File: config.mk
export PLATFORM = sky130hd
export DESIGN_NAME = cpu_press_controller
export DESIGN_NICKNAME = d
export VERILOG_FILES = /design/src/rtl/cpu_press_controller.sv
export SDC_FILE = /design/constraint.sdc
export NUM_CORES = 1
export LEC_CHECK = 0
export CAP_MARGIN = 30
export CORE_ASPECT_RATIO = 0.6
export CORE_UTILIZATION = 40
export DETAILED_ROUTE_END_ITERATION = 7
export HOLD_SLACK_MARGIN = 0.05
export PLACE_DENSITY = 0.7
export SYNTH_ARGS = -nofsm -noshare
export SYNTH_HDL_FRONTEND = slang
export SYNTH_SLANG_ARGS = --single-unit
File: constraint.sdc
create_clock -name clk -period 1.95 [get_ports clk]
set_clock_uncertainty 0.15 [all_clocks]
set_input_delay 0.39 -clock clk [delete_from_list [all_inputs] [get_ports clk]]
set_output_delay 0.39 -clock clk [all_outputs]
set_load 0.01 [all_outputs]
File: src/rtl/cpu_press_controller.sv
// cpu_press_controller: paces computer-player press decisions through a shared registered comparator.
module cpu_press_controller #(
  parameter int TICK_DIV       = 50,
  parameter int HOLDOFF_CYCLES = 8,
  parameter int W              = 10
) (
  input  logic         clk,
  input  logic         reset,
  input  logic         enable,
  input  logic         freeze,
  input  logic [W-1:0] difficulty,
  input  logic [W-1:0] rand_val,
  input  logic         cmp_result,
  output logic [W-1:0] cmp_a,
  output logic [W-1:0] cmp_b,
  output logic         press,
  output logic         busy,
  output logic [7:0]   press_count
);
  localparam int PW = $clog2(TICK_DIV);
  localparam int HW = $clog2(HOLDOFF_CYCLES + 1);
  typedef enum logic [2:0] {IDLE, LOAD, EVAL, PRESS, HOLD} state_t;
  state_t state, nxt;
  logic [PW-1:0] pre;
  logic [HW-1:0] hcnt;
  logic tick;
  assign tick = pre == PW'(TICK_DIV - 1);
  always_ff @(posedge clk or posedge reset)
    if (reset) pre <= '0;
    else pre <= (freeze || tick) ? '0 : pre + PW'(1);
  always_ff @(posedge clk or posedge reset)
    if (reset) begin
      state <= IDLE;
      busy  <= 1'b0;
    end else begin
      state <= nxt;
      busy  <= nxt != IDLE;
    end
  always_comb begin
    nxt = state;
    unique case (state)
      IDLE:    nxt = (tick && enable) ? LOAD : IDLE;
      LOAD:    nxt = EVAL;
      EVAL:    nxt = cmp_result ? PRESS : IDLE;
      PRESS:   nxt = HOLD;
      HOLD:    nxt = (hcnt == HW'(1)) ? IDLE : HOLD;
      default: nxt = IDLE;
    endcase
    if (freeze) nxt = IDLE;
  end
  always_comb press = (state == PRESS) && !freeze;
  // Operands are latched only on the IDLE->LOAD edge so they stay stable through the comparator latency.
  always_ff @(posedge clk or posedge reset)
    if (reset) begin
      cmp_a       <= '0;
      cmp_b       <= '0;
      press_count <= '0;
      hcnt        <= '0;
    end else begin
      if (state == IDLE && nxt == LOAD) begin
        cmp_a <= difficulty;
        cmp_b <= rand_val;
      end
      if (press && !(&press_count)) press_count <= press_count + 8'd1;
      hcnt <= (state == PRESS) ? HW'(HOLDOFF_CYCLES) : (state == HOLD) ? hcnt - HW'(1) : hcnt;
    end
endmodule

==> summary.md <==
| Metric | Value |
|---|---|
| # fillers | roughly 340 |
| Seq/Total Area, Yosys | 57.14% |
| Clock transition at path regs | 0.09 ns |
| Drt pass-1 iters | 4 |
| TNS Setup | -0.02367 ns |
| Global-route wire length before repair | 6244 um |
| F_max | about 510 MHz |
| Register area | 0.001051 mm^2 |
| Violated checks | negative setup slack |
| Final worst path period share | 100.6% |
| Layout Utilization | between 60 and 70% |
| Post-synth EDFFs | 0 |
| DRC Markers | 0 |
| Final setup viols | 5 |
| DIE AREA | 0.004882 mm^2 |
| Via count | around 1400 |
| Final non-filler cell total | 280 |
| GRT Overall Usage | roughly 18% |
| Vias in the first global route | roughly 1300 |
| Clock latency on the worst-skew pair | approximately 0.3 ns |
| GRT overflow | 0 |
| CTS Sinks | 42 |
| Status | finished with violations |
| Most frequent cell after synthesis | dfrtp_1 |
| Nets@finish | 249 |
| Initial antenna violation count | 0 |
| Fin. Hold Viols | 0 |
| Routed Wire Length | 4114 um |
| Worst ir drop on vdd | between 0.3 and 0.4 mV |
| Clock period minus worst slack | 1.962 ns |
| WP data arrival | between 1.5 and 2 ns |
| Mapped Area | 0.001839 mm^2 |
| Synthesis-stage register bit count | 42 |
| Cell Chain, Critical Path | inv_1, ha_2, nand4_1, nor3_4, and3_2, mux2_2 |
| Starting Density | 43.21% |
| Final ANT Viol Nets | 0 |
| Slowest CP cell | dfrtp_1 |
| Worst path max stage delay | 0.38 ns |
| Total nets after synthesis | 175 |
| GPL Wtd Cong | 0.8161 |
| CTS tree | yes |
| Syn. warnings | 0 |
| Drt wl/cell | 14.69 um |
| Setup CP Type | flip-flop to flip-flop |
| Post-DP HPWL | 2824 um |
| Area occupied by multi-input gates | 799.5 um^2 |
| DR iter-0 viols | between 50 and 60 |
| Largest net degree at the start of global routing | 43 |
| DR vias/cell | 4.986 |
| Delay-heaviest family, CP | simple AND/OR/NAND/NOR gates |
| Synth area leaders | dfrtp_1 (57%), mux2_2 (13%), ha_1 (3.4%), xnor2_1 (3.3%), nor2_1 (2.7%) |
| Placed Cells incl. Taps | between 200 and 300 |
| Slew Viols, Final | 0 |
| FP Rows | 18 |
| CTS Buf Count | 5 |
| Area Overhead vs Synth | 45.85% |
| Antenna diode count | 0 |
| Crit-path max FO | 5 |
| Slew margin rel. | 73.98% |
| Static Leakage | 1.216 nW |
| CP endpoint kind | flip-flop |
| Post-synth top area share | 57.14% |
| Core area | 0.004257 mm^2 |
| Post-synth ARST share | 100.0% |
| Placement Setup Slack | -0.4632 ns |
| Die Height | 54.53 um |
| Netlist cell types | 35 |
| Syn avg cell area | between 10 and 15 um^2 |
| Bufs on Longest Clock Path | 2 |
| Pwr Density | ~590 mW/mm^2 |
| Setup slack after layout | -0.01180 ns |
| CP required | a little under 2 ns |
| CP startpoint kind | flip-flop |
| # IOs | 55 |
| Clock root buffer | clkbuf_8 |
| Top cell type by total area after synthesis | dfrtp_1 |
| Hold_buf cts | 0 |
| Worst-margin pin slew | 0.3888 ns |
| Worst Hold Class | primary input to async pin |
| Max-cap check violation count | 0 |
| Most used flip-flop cell after synthesis | dfrtp_1 |
| Cells after Synth | 145 |
| Commonest cells in the netlist | dfrtp_1 (42), mux2_2 (21), nor2_1 (13) |
| Die Span X | 89.54 um |
| RSZ-0062 raised after global routing | yes |
| Number of port buffers | 54 |
| Worst path bufs/invs | 1 |
| CTS H-tree lvls | 2 |
| Share of cells above drive strength 1 | between 20% and 30% |
==> kinds of logic (layout without fill, tap and decap cells) <==
family	count (synthesis)	in the layout	synth area share, %
muxes	23	23	13.95
buffers and inverters	8	80	3.197
adders and majority gates	5	5	3.401
xor gates and xnor gates	9	9	4.286
DFF	42	42	57.14
and+or+nand+nor	43	46	12.65
AOI/OAI and AO/OA	15	15	5.374
==> repair_timing <==
| item | CTS | global route |
|---|---|---|
| cloned | 2 | 1 |
| buffers inserted | 1 | 2 |
| pin swaps | 2 | 0 |
| setup endpoints to repair | 21 | 20 |
| resized for setup | 6 | 8 |
==> state kept, by name, indices dropped and copies added (netlist names) <==
register	count
cmp_b	10
hcnt	4
pre	6
cmp_a	10
busy	1
state	3
press_count	8
==> cell type report <==
type                            instances  share of cell area [%]
Sequential cell                        42                   39.18
Multi-Input combinational cell         98                   29.80
Timing Repair Buffer                   68                   24.44
Tap cell                               60                   2.799
Clock buffer                            6                   2.705
Inverter                                4                  0.5597
Clock inverter                          2                  0.5131
==> through the flow <==
stage	hold WS, ns	total power, mW	instance area (um^2)
after floorplan	0.3108	0.9669	1839
after global placement	0.3399	1.044	2506
after detailed placement	0.3440	1.049	2506
after CTS	0.3351	1.609	2631
after global routing	0.3388	1.656	2683
final	0.3178	1.592	2683
==> worst min-delay path, stage by stage <==
cell,delay (ns)
clkdlybuf4s50_1,0.41
inv_1,0.10
buf_12,0.24
==> power breakdown <==
part           switching, mW  total (mW)  internal (mW)
logic                 0.0527       0.135         0.0820
registers             0.0140       0.901          0.887
clock network          0.303       0.556          0.253
==> layout by cell type, fill, tap and decap left out, types with 2 or more instances in the layout <==
cell type and instances:
xor2_1 2, a21oi_1 6, mux2_4 7, xnor2_1 7, nand2_1 6, clkdlybuf4s50_1 52, nand4_1 4, and3_1 2
nor2_1 13, dlygate4sd2_1 2, and3_4 2, ha_1 4, mux2i_1 2, nand3_1 4, inv_1 4, mux2_2 14
o21a_1 2, dfrtp_1 42, and3_2 2, clkbuf_8 5, nor3_1 2, a211oi_1 2, buf_4 13
==> worst paths after layout <==
path	from	to	slack (ns)	depth (start not counted)
max in group asynchronous	reset	hcnt[0]$_DFFE_PP0P_	1.12	3
setup / recovery	pre[1]$_DFF_PP0_	cmp_b[5]$_DFFE_PP0P_	-0.01	6
min in group clk	cmp_b[8]$_DFFE_PP0P_	cmp_b[8]$_DFFE_PP0P_	0.36	1
hold reg to reg	cmp_b[8]$_DFFE_PP0P_	cmp_b[8]$_DFFE_PP0P_	0.36	1
hold / removal	reset	press_count[2]$_DFFE_PP0P_	0.32	3
setup reg to reg	pre[1]$_DFF_PP0_	cmp_b[5]$_DFFE_PP0P_	-0.01	6
==> metal layers <==
layer / GRT usage (%) / routed length (um) / up-vias / share of wire, %
met5: 0 / 0 / - / 0
met4: 4.762 / 11 / 0 / 0.27
met3: 5.430 / 275 / 2 / 6.7
met2: 29.04 / 1794 / 41 / 44
met1: 23.39 / 2032 / 681 / 49
li1: - / - / 672 / -
(Power assumes the default switching activity.)
